$ cat config.mk
export PLATFORM = sky130hd
export DESIGN_NAME = fifo_pkt_flat
export DESIGN_NICKNAME = d
export VERILOG_FILES = /design/src/rtl/generic_func_pack.sv /design/src/rtl/avalon_st_if.sv /design/src/rtl/sdp_ram.sv /design/src/rtl/fifo_pkt.sv /design/src/flat_wrapper.sv
export SDC_FILE = /design/constraint.sdc
export NUM_CORES = 1
export LEC_CHECK = 0
export ABC_CLOCK_PERIOD_IN_PS = 4300
export BUFFER_PORTS_ARGS = -buffer_cell sky130_fd_sc_hd__clkbuf_2
export CAP_MARGIN = 0
export CORE_UTILIZATION = 45
export CTS_BUF_LIST = sky130_fd_sc_hd__clkbuf_4
export DETAILED_ROUTE_END_ITERATION = 7
export GPL_ROUTABILITY_DRIVEN = 0
export PLACE_DENSITY = 0.64
export SKIP_LAST_GASP = 1
export SLEW_MARGIN = 20
export SYNTH_ARGS = -nofsm -noshare
export SYNTH_HDL_FRONTEND = slang
export SYNTH_SLANG_ARGS = --single-unit
export TNS_END_PERCENT = 30
$ cat constraint.sdc
create_clock -name clk -period 4.3 [get_ports clk]
set_clock_uncertainty 0.1 [all_clocks]
set_input_delay 1.075 -clock clk [delete_from_list [all_inputs] [get_ports clk]]
set_output_delay 1.075 -clock clk [all_outputs]
set_load 0.01 [all_outputs]
$ cat src/rtl/generic_func_pack.sv
// ----------------------------------------------------------------------------
// generic_func_pack
//   Shared helper functions for the FIFO family.
//   ptr_inc(ptr, depth): wrapping pointer increment, depth-1 -> 0. Works for
//   any depth, not only powers of two.
// ----------------------------------------------------------------------------
package generic_func_pack;

    function automatic int unsigned ptr_inc(input int unsigned ptr, input int unsigned depth);
        return (ptr >= depth - 32'd1) ? 32'd0 : ptr + 32'd1;
    endfunction

endpackage

$ cat src/rtl/avalon_st_if.sv
// ----------------------------------------------------------------------------
// avalon_st_if
//   Avalon-ST style handshake bundle: data, empty, sop, eop, vld, rdy.
//   Modports are named from the FIFO's side of the link:
//     master : FIFO write side (payload and vld in, rdy out)
//     slave  : FIFO read side  (payload and vld out, rdy in)
// ----------------------------------------------------------------------------
interface avalon_st_if #(
    parameter int DATA_WIDTH  = 8,
    parameter int EMPTY_WIDTH = 2
);
    logic [DATA_WIDTH-1:0]  data;
    logic [EMPTY_WIDTH-1:0] empty;
    logic                   sop;
    logic                   eop;
    logic                   vld;
    logic                   rdy;

    modport master (input data, input empty, input sop, input eop, input vld, output rdy);
    modport slave  (output data, output empty, output sop, output eop, output vld, input rdy);
endinterface

$ cat src/rtl/sdp_ram.sv
// ----------------------------------------------------------------------------
// sdp_ram
//   Simple dual-port RAM: one synchronous write port, one combinational read.
//   clk      clock
//   write    write enable
//   wr_addr  write address
//   wr_data  write data
//   rd_addr  read address
//   rd_data  read data (combinational from rd_addr)
// ----------------------------------------------------------------------------
module sdp_ram #(
    parameter  int DATA_WIDTH = 8,
    parameter  int MEM_DEPTH  = 16,
    localparam int ADDR_WIDTH = (MEM_DEPTH > 1) ? $clog2(MEM_DEPTH) : 1
) (
    input  logic                  clk,
    input  logic                  write,
    input  logic [ADDR_WIDTH-1:0] wr_addr,
    input  logic [DATA_WIDTH-1:0] wr_data,
    input  logic [ADDR_WIDTH-1:0] rd_addr,
    output logic [DATA_WIDTH-1:0] rd_data
);
    logic [DATA_WIDTH-1:0] mem [MEM_DEPTH];

    always_ff @(posedge clk) begin
        if (write) begin
            mem[wr_addr] <= wr_data;
        end
    end

    assign rd_data = mem[rd_addr];
endmodule

$ cat src/rtl/fifo_pkt.sv
// ----------------------------------------------------------------------------
// fifo_pkt
//   Avalon-ST FIFO of any depth >= 2 with almost-full/almost-empty flags,
//   synchronous flush and optional store-and-forward packet mode.
//   clk           clock
//   rst_n         asynchronous reset, active low
//   flush         synchronous clear of all contents (blocks rdy/vld)
//   write         write side (data, empty, sop, eop, vld in; rdy out)
//   read          read side  (data, empty, sop, eop, vld out; rdy in)
//   fill_level    words stored, 0..FIFO_DEPTH
//   pkt_count     complete packets stored
//   full/empty    fill_level == FIFO_DEPTH / fill_level == 0
//   almost_full   fill_level >= AFULL_THRESH
//   almost_empty  fill_level <= AEMPTY_THRESH
//   oversize      sticky: a packet in PKT_MODE did not fit in the FIFO
// ----------------------------------------------------------------------------
module fifo_pkt
    import generic_func_pack::*;
#(
    parameter  int FIFO_DEPTH    = 16,
    parameter  int PKT_MODE      = 0,
    parameter  int AFULL_THRESH  = FIFO_DEPTH - 2,
    parameter  int AEMPTY_THRESH = 2,
    parameter  int DATA_WIDTH    = 8,
    parameter  int EMPTY_WIDTH   = 2,
    localparam int CNT_W         = $clog2(FIFO_DEPTH + 1)
) (
    input  logic             clk,
    input  logic             rst_n,
    input  logic             flush,
    avalon_st_if.master      write,
    avalon_st_if.slave       read,
    output logic [CNT_W-1:0] fill_level,
    output logic [CNT_W-1:0] pkt_count,
    output logic             full,
    output logic             empty,
    output logic             almost_full,
    output logic             almost_empty,
    output logic             oversize
);
    localparam int PTR_W  = (FIFO_DEPTH > 1) ? $clog2(FIFO_DEPTH) : 1;
    localparam int WORD_W = DATA_WIDTH + EMPTY_WIDTH + 2;

    if (FIFO_DEPTH < 2) begin : g_bad_depth
        $error("fifo_pkt: FIFO_DEPTH must be >= 2");
    end
    if (AFULL_THRESH > FIFO_DEPTH) begin : g_bad_afull
        $error("fifo_pkt: AFULL_THRESH must be <= FIFO_DEPTH");
    end
    if (AEMPTY_THRESH >= FIFO_DEPTH) begin : g_bad_aempty
        $error("fifo_pkt: AEMPTY_THRESH must be < FIFO_DEPTH");
    end

    logic [PTR_W-1:0]  wr_ptr;
    logic [PTR_W-1:0]  rd_ptr;
    logic              bypass;
    logic              write_cmd;
    logic              read_cmd;
    logic              pkt_ready;
    logic              deadlock;
    logic              rd_eop;
    logic [WORD_W-1:0] wr_word;
    logic [WORD_W-1:0] rd_word;

    // Flags come straight from the registered counters.
    assign full         = (fill_level == CNT_W'(FIFO_DEPTH));
    assign empty        = (fill_level == '0);
    assign almost_full  = (fill_level >= CNT_W'(AFULL_THRESH));
    assign almost_empty = (fill_level <= CNT_W'(AEMPTY_THRESH));

    // In packet mode a word may leave only once its packet is complete,
    // unless an oversize packet is being drained through bypass.
    assign pkt_ready = (PKT_MODE == 0) || (pkt_count != '0) || bypass;
    assign deadlock  = (PKT_MODE != 0) && full && (pkt_count == '0);

    assign write.rdy = ~full & ~flush;
    assign read.vld  = ~empty & ~flush & pkt_ready;
    assign write_cmd = write.vld & write.rdy;
    assign read_cmd  = read.vld & read.rdy;

    assign wr_word = {write.data, write.empty, write.sop, write.eop};
    assign {read.data, read.empty, read.sop, read.eop} = rd_word;
    assign rd_eop  = rd_word[0];

    sdp_ram #(
        .DATA_WIDTH (WORD_W),
        .MEM_DEPTH  (FIFO_DEPTH)
    ) u_ram (
        .clk     (clk),
        .write   (write_cmd),
        .wr_addr (wr_ptr),
        .wr_data (wr_word),
        .rd_addr (rd_ptr),
        .rd_data (rd_word)
    );

    always_ff @(posedge clk or negedge rst_n) begin
        if (!rst_n) begin
            wr_ptr     <= '0;
            rd_ptr     <= '0;
            fill_level <= '0;
            pkt_count  <= '0;
            bypass     <= 1'b0;
            oversize   <= 1'b0;
        end else if (flush) begin
            wr_ptr     <= '0;
            rd_ptr     <= '0;
            fill_level <= '0;
            pkt_count  <= '0;
            bypass     <= 1'b0;
            oversize   <= 1'b0;
        end else begin
            if (write_cmd) begin
                wr_ptr <= PTR_W'(ptr_inc(32'(wr_ptr), FIFO_DEPTH));
            end
            if (read_cmd) begin
                rd_ptr <= PTR_W'(ptr_inc(32'(rd_ptr), FIFO_DEPTH));
            end

            case ({write_cmd, read_cmd})
                2'b10:   fill_level <= fill_level + CNT_W'(1);
                2'b01:   fill_level <= fill_level - CNT_W'(1);
                default: fill_level <= fill_level;
            endcase

            case ({write_cmd & write.eop, read_cmd & rd_eop})
                2'b10:   pkt_count <= pkt_count + CNT_W'(1);
                2'b01:   pkt_count <= pkt_count - CNT_W'(1);
                default: pkt_count <= pkt_count;
            endcase

            // A full FIFO with no complete packet can never make progress;
            // open bypass so the partial packet drains.
            if (deadlock) begin
                bypass   <= 1'b1;
                oversize <= 1'b1;
            end else if (read_cmd && rd_eop) begin
                bypass <= 1'b0;
            end
        end
    end
endmodule
$ cat src/flat_wrapper.sv
// flat-port wrapper written by rule: the top's interface ports become plain ports
module fifo_pkt_flat import generic_func_pack::*;
#(
    parameter  int FIFO_DEPTH    = 16,
    parameter  int PKT_MODE      = 0,
    parameter  int AFULL_THRESH  = FIFO_DEPTH - 2,
    parameter  int AEMPTY_THRESH = 2,
    parameter  int DATA_WIDTH    = 8,
    parameter  int EMPTY_WIDTH   = 2,
    localparam int CNT_W         = $clog2(FIFO_DEPTH + 1)
)
  (clk, rst_n, flush, fill_level, pkt_count, full, empty, almost_full, almost_empty, oversize, write_data, write_empty, write_sop, write_eop, write_vld, write_rdy, read_data, read_empty, read_sop, read_eop, read_vld, read_rdy);
  avalon_st_if #(.DATA_WIDTH(DATA_WIDTH), .EMPTY_WIDTH(EMPTY_WIDTH)) write_i ();
  avalon_st_if #(.DATA_WIDTH(DATA_WIDTH), .EMPTY_WIDTH(EMPTY_WIDTH)) read_i ();
  input  logic clk;
  input  logic rst_n;
  input  logic flush;
  output logic [CNT_W-1:0] fill_level;
  output logic [CNT_W-1:0] pkt_count;
  output logic full;
  output logic empty;
  output logic almost_full;
  output logic almost_empty;
  output logic oversize;
  input wire logic [$bits(write_i.data)-1:0] write_data;
  input wire logic [$bits(write_i.empty)-1:0] write_empty;
  input wire logic [$bits(write_i.sop)-1:0] write_sop;
  input wire logic [$bits(write_i.eop)-1:0] write_eop;
  input wire logic [$bits(write_i.vld)-1:0] write_vld;
  output wire logic [$bits(write_i.rdy)-1:0] write_rdy;
  output wire logic [$bits(read_i.data)-1:0] read_data;
  output wire logic [$bits(read_i.empty)-1:0] read_empty;
  output wire logic [$bits(read_i.sop)-1:0] read_sop;
  output wire logic [$bits(read_i.eop)-1:0] read_eop;
  output wire logic [$bits(read_i.vld)-1:0] read_vld;
  input wire logic [$bits(read_i.rdy)-1:0] read_rdy;
  assign write_i.data = write_data;
  assign write_i.empty = write_empty;
  assign write_i.sop = write_sop;
  assign write_i.eop = write_eop;
  assign write_i.vld = write_vld;
  assign write_rdy = write_i.rdy;
  assign read_data = read_i.data;
  assign read_empty = read_i.empty;
  assign read_sop = read_i.sop;
  assign read_eop = read_i.eop;
  assign read_vld = read_i.vld;
  assign read_i.rdy = read_rdy;
  fifo_pkt #(.FIFO_DEPTH(FIFO_DEPTH), .PKT_MODE(PKT_MODE), .AFULL_THRESH(AFULL_THRESH), .AEMPTY_THRESH(AEMPTY_THRESH), .DATA_WIDTH(DATA_WIDTH), .EMPTY_WIDTH(EMPTY_WIDTH)) u_core (.clk(clk), .rst_n(rst_n), .flush(flush), .write(write_i), .read(read_i), .fill_level(fill_level), .pkt_count(pkt_count), .full(full), .empty(empty), .almost_full(almost_full), .almost_empty(almost_empty), .oversize(oversize));
endmodule
==> impl_results.md, run 1 <==
* Commonest cells post-synth: edfxtp_1, mux4_2, nor2_1, dfrtp_1, inv_1
* Signed area change from the synthesized netlist to the final layout at 13.6%
* Register area at 0.00622 mm^2
* PortBufs at 44
* Number of setup buffers added after CTS at 0
* Min Tclk post-route at 3.99 ns
* Fraction of the yosys area taken by sequential cells at between 70% and 80%
* Hold buffers post-CTS at 0
* Required time of the critical path at 3.12 ns
* Maximum number of pins on one net before global-route repair at 25
* Area of the core at 0.0187 mm^2
* Fill cells at 1,511
* Most instantiated library cell after synthesis: edfxtp_1
* Y dimension of the die at 140 um
* Area of combinational cells with multiple inputs at 0.00221 mm^2
* Inserted Clock Buffers at 53
* Fin. Hold Viols at 0
* Post-CTS clock slew at the launch and capture registers of the worst setup and hold paths at 0.07 ns
* Largest vdd supply drop at 0.273 mV
* Final Routed Wirelength at 17,100 um
* Mean cell area of the mapped netlist at 19.9 um^2
* TritonCTS clock tree: done
* Number of search-and-repair iterations in the first detailed-routing pass at 4
* Cell-internal power at 3.58 mW
* Num Clock Sinks at 210
* Worst stage delay on the critical path at 0.71 ns
* R2R depth at 8
* Starting utilization of the core area at between 40% and 50%
* Nature of the critical path startpoint: flip-flop
* Final setup violating endpoints at 0
* GRT Overall Usage at 18.6%
* Hold crit path type: input port to async pin
* Flops & latches, synth at 210
* Clock power share at 31.7%
* Yosys warning total at 0
* FF-to-FF Start: u_core.rd_ptr[0]$_DFFE_PN0P_
* Net total in the final layout at between 500 and 600
* RSZ-0062 raised after global routing: false
* Per-cell routed wire length at approximately 21 um
* Later-pin clock latency in the skew report at 0.63 ns
* Number of remaining DRC errors at 0
* Total Neg Setup Slack at 0 ns
* Fin crit share at 92.8%
* Via density at 5.58
* Slack of the worst reg-to-reg path at slightly above 0.9 ns
* Synth area leaders: edfxtp_1, mux4_2, dfrtp_1
* CP Data Arrival Time at 2.82 ns
* Count of different cell masters after synthesis at 48
* Cell taking the most area after synthesis: edfxtp_1
* Max capacitance violation total at 0
* Number of buffers and inverters on the critical path at 2
* Least-Margin Pin Slew at 0.862 ns
* Max stage delay cell, worst path: dfrtp_4
* Aggregate global routing overflow at 0
* Synthesized area at approximately 0.0086 mm^2
* HPWL after detailed placement at 10,000 um
* Reported net switching power at 1.32 mW
* Critical-path cell list: buf_12, mux4_2, mux4_2, clkbuf_2
* Sequential Power Share at 48.8%
* Global-route wire length before repair at 26,800 um
* DR iter-0 viols at 307
* Number of diodes at 0
* DIE WIDTH at ~140 um
* Static Leak at 3.36 nW
* Result of the run: complete, no violations
* End of the worst register-to-register path: u_core.pkt_count[4]$_DFFE_PN0P_
* Maximum number of buffers from clock root to sink at 3
* Layout cells sized above 1 at between 30% and 40%
* Commonest register cell after synthesis: edfxtp_1
* Critical path class: flip-flop to output pin
* H-tree depth reported by CTS at 2
* Max Freq at roughly 250 MHz
* Post-cts resize count at 0
* Post-Syn Instances at around 430
* Top-Level Pins at 46
* Synth top area share at 67.0%
* Number of antenna violations at the first check in global routing at 0
* Number of synthesized flops with an enable pin at 192
* Number of global-route vias before repair at between 4k and 5k
* Utilization of the core after routing at 52.2%
* Power density cells at 502 mW/mm^2
* Worst path most repeated cell: mux4_2
* Count of final max-slew check failures at 0
* DIE AREA at 0.0197 mm^2
* Count of vias placed by the detailed router at 4,433
* Worst-case headroom to the max-slew limit at 42.5%
* Relative contribution of combinational cells to total power at 19.5%
* Cell Rows at 50
* Number of nets still failing antenna checks after routing at 0
* Family of cells with the greatest summed delay on the critical path: multiplexers
* Post-synthesis async set-or-reset flop share at 8.57%
* Critical Path Sink Type: output pin
* Cell at the root of the clock tree: clkbuf_4
* Sw Ratio at 26.9%
* Highest net fanout along the worst path at 24
* Net count after synthesis at 463
[stage by stage]
stage               area [um^2]  total power [mW]  setup WS (ns)  hold slack [ns]  cells
global route               9770              5.14          0.166            0.289    795
floorplan                  8600              3.11           1.02            0.410    433
detailed placement         9140              3.41          0.900            0.383    702
global placement           9140              3.39          0.918            0.369    702
CTS                        9770              4.97          0.226            0.260    795
finish                     9770              4.90          0.308            0.274    795
[cell type report]
type	count	share of cell area, %
Clock inverter	18	0.730
Timing Repair Buffer	57	3.51
Tap cell	234	3.00
Inverter	17	0.653
Clock buffer	75	5.76
Sequential cell	210	63.7
Multi-Input combinational cell	184	22.7
[worst max path at each step]
stage,startpoint,slack (ns),depth (start not counted),end
floorplan,u_core.rd_ptr[0]$_DFFE_PN0P_,1.02,5,read_data[0]
global placement,u_core.rd_ptr[0]$_DFFE_PN0P_,0.92,4,read_data[3]
detailed placement,u_core.rd_ptr[0]$_DFFE_PN0P_,0.90,8,u_core.pkt_count[4]$_DFFE_PN0P_
CTS,u_core.rd_ptr[0]$_DFFE_PN0P_,0.23,4,read_data[3]
global route,u_core.rd_ptr[0]$_DFFE_PN0P_,0.17,4,read_data[3]
finish,u_core.rd_ptr[0]$_DFFE_PN0P_,0.31,4,read_data[1]
[cell families (layout without fill, tap and decap cells)]
group | Yosys count | after routing | synth area share [%]
other | 1 | 1 | 0.0436
AO/OA/AOI/OAI | 39 | 39 | 3.36
XOR/XNOR | 7 | 7 | 0.713
AND/OR/NAND/NOR | 61 | 61 | 3.51
multiplexers | 63 | 63 | 16.1
adder cells (fa/ha/maj) | 13 | 13 | 2.07
buffers and inverters | 39 | 167 | 1.98
flip-flops | 210 | 210 | 72.3
[registers in the layout, indices dropped and copies added, names as in the netlist]
register / flops
u_core.wr_ptr: 4
u_core.u_ram.mem: 192
u_core.fill_level: 5
u_core.rd_ptr: 4
u_core.pkt_count: 5
[power by group through the flow]
stage | sequential, mW | combinational [mW] | clock (mW)
2_1_floorplan | 2.38 | 0.735 | 0
3_3_place_gp | 2.44 | 0.951 | 0
3_5_place_dp | 2.44 | 0.967 | 0
4_1_cts | 2.40 | 0.971 | 1.60
5_1_grt | 2.41 | 1.04 | 1.70
6_report | 2.39 | 0.955 | 1.55
[placed cells by master (no fill, tap or decap), drive strengths merged, types with 2 or more instances in the layout]
cell type / instances
nor4: 3
a311oi: 2
xor2: 2
nand2: 14
a21boi: 2
o21ai: 9
a21oi: 12
ha: 11
buf: 13
inv: 18
clkbuf: 119
o41ai: 2
o211a: 2
nand3: 3
mux4: 60
clkinv: 17
edfxtp: 192
nor3: 2
xnor2: 5
mux2i: 3
and2: 9
or3: 2
fa: 2
a21o: 3
nor2: 21
dfrtp: 18
[layer usage]
layer	wire, um	vias up	GRT usage, %	share of wire [%]
met5	0	-	0	0
met4	283	0	6.82	1.7
met3	1150	25	3.69	6.8
met2	8740	145	31.2	51
met1	6900	2290	24.2	40
li1	-	1973	-	-
Power figures use the tool's default switching activity.
==> run 2: changes to the inputs <==
--- a/config.mk
+++ b/config.mk
@@ -12,7 +12,7 @@
 export CTS_BUF_LIST = sky130_fd_sc_hd__clkbuf_4
 export DETAILED_ROUTE_END_ITERATION = 7
 export GPL_ROUTABILITY_DRIVEN = 0
-export PLACE_DENSITY = 0.64
+export PLACE_DENSITY = 0.58
 export SKIP_LAST_GASP = 1
 export SLEW_MARGIN = 20
 export SYNTH_ARGS = -nofsm -noshare
==> impl_results.md, run 2 (synthesis results as in run 1) <==
* Number of global-route vias before repair at 4,741
* Flip-flop count of the largest register after layout at around 190
* Static Leak at 3.37 nW
* Aggregate global routing overflow at 0
* Number of antenna violations at the first check in global routing at 1
* Area of the core at 0.0187 mm^2
* Commonest cells after routing, fill and taps aside: edfxtp_1, clkbuf_4, mux4_2, clkbuf_2, nor2_1
* Utilization of the core after routing at a little over half
* Hold crit path type: input port to async pin
* Slack of the critical path at 0.230 ns
* CP Data Arrival Time at 2.89 ns
* Critical path class: flip-flop to output pin
* Fin crit share at 94.6%
* Placement Setup Slack at 0.718 ns
* Number of nets still failing antenna checks after routing at 0
* Layout cells sized above 1 at 37.9%
* Count of vias placed by the detailed router at 4,404
* GRT Overall Usage at 19.1%
* Power density cells at 503 mW/mm^2
* Later-pin clock latency in the skew report at 0.64 ns
* Nature of the critical path startpoint: flip-flop
* Total Neg Setup Slack at 0 ns
* Per-cell routed wire length at 22.0 um
* Final setup violating endpoints at 0
* Required time of the critical path at 3.12 ns
* Top-Level Pins at 46
* Largest vdd supply drop at 0.200 mV
* Final Routed Wirelength at 17,500 um
* Inserted Clock Buffers at 53
* Y dimension of the die at 140 um
* Net total in the final layout at 554
* Post-cts resize count at 0
* Fin. Hold Viols at 0
* Post-CTS clock slew at the launch and capture registers of the worst setup and hold paths at about 0.070 ns
* Number of search-and-repair iterations in the first detailed-routing pass at 4
* Global-route wire length before repair at 27,000 um
* Highest net fanout along the worst path at 30
* Via density at 5.55
* DR iter-0 viols at 296
* Maximum number of pins on one net before global-route repair at 33
* Max Freq at approximately 250 MHz
* Most common cell after layout, fill and taps aside: edfxtp_1
* Least-Margin Pin Slew at 0.936 ns
* Maximum number of buffers from clock root to sink at 3
* RSZ-0062 raised after global routing: false
* Post-route total power at around 4.9 mW
* DIE WIDTH at 140 um
* H-tree depth reported by CTS at 2
* Largest registers: u_core.u_ram.mem: 192 flops, u_core.fill_level: 5 flops, u_core.pkt_count: 5 flops
* PortBufs at 44
* DIE AREA at ~0.020 mm^2
* Hold Worst Slack at 0.283 ns
* HPWL after detailed placement at 10,100 um
* TritonCTS clock tree: done
* Count of final max-slew check failures at 0
* Result of the run: complete, no violations
* Critical Path Sink Type: output pin
* Number of remaining DRC errors at 0
* Starting utilization of the core area at 46.0%
* Number of setup buffers added after CTS at 0
* Signed area change from the synthesized netlist to the final layout at 13.8%
* Num Clock Sinks at 210
* Hold buffers post-CTS at 0
* Worst-case headroom to the max-slew limit at 37.6%
* Cell Rows at 50
* Most flop-heavy register: u_core.u_ram.mem
* Max capacitance violation total at 0
* Cell at the root of the clock tree: clkbuf_4
* Min Tclk post-route at 4.07 ns
## run 2: cell count changes in the layout (fill, tap and decap cells not counted), sizes merged
cell,previous run,this run
clkinv,17,9
clkbuf,119,123
buf,13,14
diode,0,1
inv,18,19
## run 2: final cells by class
class	instances	area, um^2
Clock buffer	79	593
Sequential cell	210	6220
Tap cell	234	293
Antenna cell	1	2.50
Timing Repair Buffer	58	350
Multi-Input combinational cell	184	2210
Fill cell	1553	8920
Inverter	17	63.8
Clock inverter	11	48.8
## run 2: final timing paths
| kind | start | endpoint | slack, ns | cells after the start |
|---|---|---|---|---|
| setup / recovery | u_core.rd_ptr[0]$_DFFE_PN0P_ | read_data[3] | 0.23 | 4 |
| hold / removal | rst_n | u_core.fill_level[0]$_DFFE_PN0P_ | 0.28 | 1 |
| setup reg to reg | u_core.rd_ptr[0]$_DFFE_PN0P_ | u_core.pkt_count[4]$_DFFE_PN0P_ | 0.83 | 8 |
| hold reg to reg | u_core.pkt_count[4]$_DFFE_PN0P_ | u_core.pkt_count[4]$_DFFE_PN0P_ | 0.37 | 1 |
| max in group asynchronous | rst_n | u_core.rd_ptr[0]$_DFFE_PN0P_ | 3.41 | 1 |
| min in group clk | u_core.pkt_count[4]$_DFFE_PN0P_ | u_core.pkt_count[4]$_DFFE_PN0P_ | 0.37 | 1 |
## run 2: where the power goes
group	switching [mW]	internal (mW)	total [mW]
registers	0.116	2.29	2.40
clock network	0.750	0.835	1.58
logic	0.444	0.490	0.934
total	1.31	3.61	4.92
## run 2: per-stage QoR
stage                     instances  instance area, um^2
after CTS                       793                 9780
final                           794                 9790
after global placement          703                 9140
after global routing            794                 9790
after detailed placement        703                 9140
after floorplan                 433                 8600
## run 2: worst max-delay path, stage by stage, from the launching register on
cell      delay, ns
dfrtp_4        0.74
buf_12         0.32
mux4_2         0.54
mux4_2         0.51
clkbuf_2       0.15
## run 2: per-layer routing
metal	global-route usage [%]	vias up	part of all wire (%)
met5	0	-	0
met4	6.88	0	1.9
met3	4.68	32	4.2
met2	31.1	101	50
met1	25.1	2294	44
li1	-	1977	-
==> run 3: changes to the inputs <==
--- a/config.mk
+++ b/config.mk
@@ -12,6 +12,7 @@
 export CTS_BUF_LIST = sky130_fd_sc_hd__clkbuf_4
 export DETAILED_ROUTE_END_ITERATION = 7
 export GPL_ROUTABILITY_DRIVEN = 0
+export GPL_TIMING_DRIVEN = 0
 export PLACE_DENSITY = 0.58
 export SKIP_LAST_GASP = 1
 export SLEW_MARGIN = 20
==> impl_results.md, run 3 (synthesis results as in run 1) <==
* Required time of the critical path at 3.12 ns
* Max capacitance violation total at 0
* Total Neg Setup Slack at 0 ns
* Layout cells sized above 1 at 38.9%
* Final Instance Count excl. Fillers at 820
* Via density at 5.50
* Number of remaining DRC errors at 0
* Final setup violating endpoints at 0
* PortBufs at between 40 and 50
* Later-pin clock latency in the skew report at 0.66 ns
* Critical path class: flip-flop to output pin
* Count of final max-slew check failures at 0
* H-tree depth reported by CTS at 2
* Area of the core at 0.0187 mm^2
* Number of nets still failing antenna checks after routing at 0
* GRT Overall Usage at 20.2%
* Number of antenna violations at the first check in global routing at 1
* HPWL after detailed placement at 11,800 um
* Static Leak at approximately 3.5 nW
* Largest registers: u_core.u_ram.mem: 192 flops, u_core.fill_level: 5 flops, u_core.pkt_count: 5 flops
* Aggregate global routing overflow at 0
* Commonest cells after routing, fill and taps aside: edfxtp_1, clkbuf_4, mux4_2, clkbuf_2, dfrtp_1
* Most common cell after layout, fill and taps aside: edfxtp_1
* Number of placed instances with taps included at 718
* Global-route wire length before repair at 28,200 um
* CP Data Arrival Time at 2.96 ns
* Flip-flop count of the largest register after layout at around 190
* Top-Level Pins at 46
* Net total in the final layout at 570
* Y dimension of the die at 140 um
* Max Freq at 242 MHz
* RSZ-0062 raised after global routing: false
* Least-Margin Pin Slew at 0.898 ns
* Fin. Hold Viols at 0
* Final Routed Wirelength at about 19,000 um
* Hold Worst Slack at 0.271 ns
* Number of setup buffers added after CTS at 0
* DR iter-0 viols at 322
* DIE AREA at slightly below 0.02 mm^2
* Result of the run: complete, no violations
* Utilization of the core after routing at 53.5%
* DIE WIDTH at about 140 um
* Most flop-heavy register: u_core.u_ram.mem
* R2R depth at 11
* Num Clock Sinks at 210
* Highest net fanout along the worst path at 10
* Hold crit path type: input port to async pin
* TritonCTS clock tree: done
* Power density cells at 517 mW/mm^2
* Starting utilization of the core area at between 40% and 50%
* Worst-case headroom to the max-slew limit at around 40%
* Signed area change from the synthesized netlist to the final layout at 16.3%
* Fin crit share at 96.1%
* Number of global-route vias before repair at 4,718
* Hold buffers post-CTS at 0
* Maximum number of buffers from clock root to sink at 3
* Maximum number of pins on one net before global-route repair at 19
* Number of search-and-repair iterations in the first detailed-routing pass at 4
* Cell Rows at 50
* Post-CTS clock slew at the launch and capture registers of the worst setup and hold paths at 0.07 ns
* Critical Path Sink Type: output pin
* Count of vias placed by the detailed router at 4,511
* Cell at the root of the clock tree: clkbuf_4
* Nature of the critical path startpoint: flip-flop
* Per-cell routed wire length at around 23 um
* Min Tclk post-route at 4.13 ns
* Largest vdd supply drop at 0.191 mV
* Inserted Clock Buffers at 54
==> run 3: metal layers <==
layer | vias up | GRT usage [%] | share of wire [%]
li1 | 2018 | - | -
met1 | 2330 | 27.0 | 42
met2 | 130 | 32.3 | 49
met3 | 33 | 5.20 | 7.1
met4 | 0 | 7.11 | 1.5
met5 | - | 0 | 0
==> run 3: repair_timing <==
| item | 4_1_cts | 5_1_grt |
|---|---|---|
| gates resized for setup | 13 | 8 |
| gates cloned | 0 | 0 |
| setup endpoints to repair | 11 | 11 |
==> run 3: final timing paths <==
path | from | slack [ns] | end
worst max-delay path | u_core.rd_ptr[1]$_DFFE_PN0P_ | 0.17 | read_data[6]
worst min-delay path | rst_n | 0.27 | u_core.fill_level[3]$_DFFE_PN0P_
worst max register to register | u_core.fill_level[1]$_DFFE_PN0P_ | 0.96 | u_core.fill_level[4]$_DFFE_PN0P_
worst min register to register | u_core.pkt_count[4]$_DFFE_PN0P_ | 0.38 | u_core.pkt_count[4]$_DFFE_PN0P_
max in group asynchronous | rst_n | 3.46 | u_core.wr_ptr[3]$_DFFE_PN0P_
min in group clk | u_core.pkt_count[4]$_DFFE_PN0P_ | 0.38 | u_core.pkt_count[4]$_DFFE_PN0P_
==> run 3: final cells by class <==
cell class | instances | area (um^2)
Multi-Input combinational cell | 184 | 2230
Timing Repair Buffer | 51 | 314
Fill cell | 1504 | 8700
Buffer | 22 | 148
Sequential cell | 210 | 6220
Antenna cell | 5 | 12.5
Clock inverter | 15 | 110
Inverter | 17 | 63.8
Clock buffer | 82 | 616
Tap cell | 234 | 293
==> run 3: metrics by stage <==
stage               power (mW)  instance area, um^2  worst slack [ns]
finish                    5.18                10000             0.168
global route              5.42                10000            0.0103
CTS                       5.23                 9980           0.00381
detailed placement        3.45                 9230           -0.0365
global placement          3.43                 9110           -0.0106
floorplan                 3.11                 8600              1.02
==> run 3: worst max-delay path, stage by stage (launching register included) <==
cell      delay (ns)
dfrtp_1         0.35
clkbuf_1        0.29
clkbuf_4        0.33
clkbuf_4        0.33
mux4_2          0.33
mux4_2          0.50
clkbuf_2        0.15
==> run 3: power breakdown <==
part	total [mW]	switching, mW	internal [mW]
registers	2.34	0.0518	2.28
logic	1.08	0.562	0.515
clock network	1.76	0.779	0.984
total	5.18	1.39	3.78
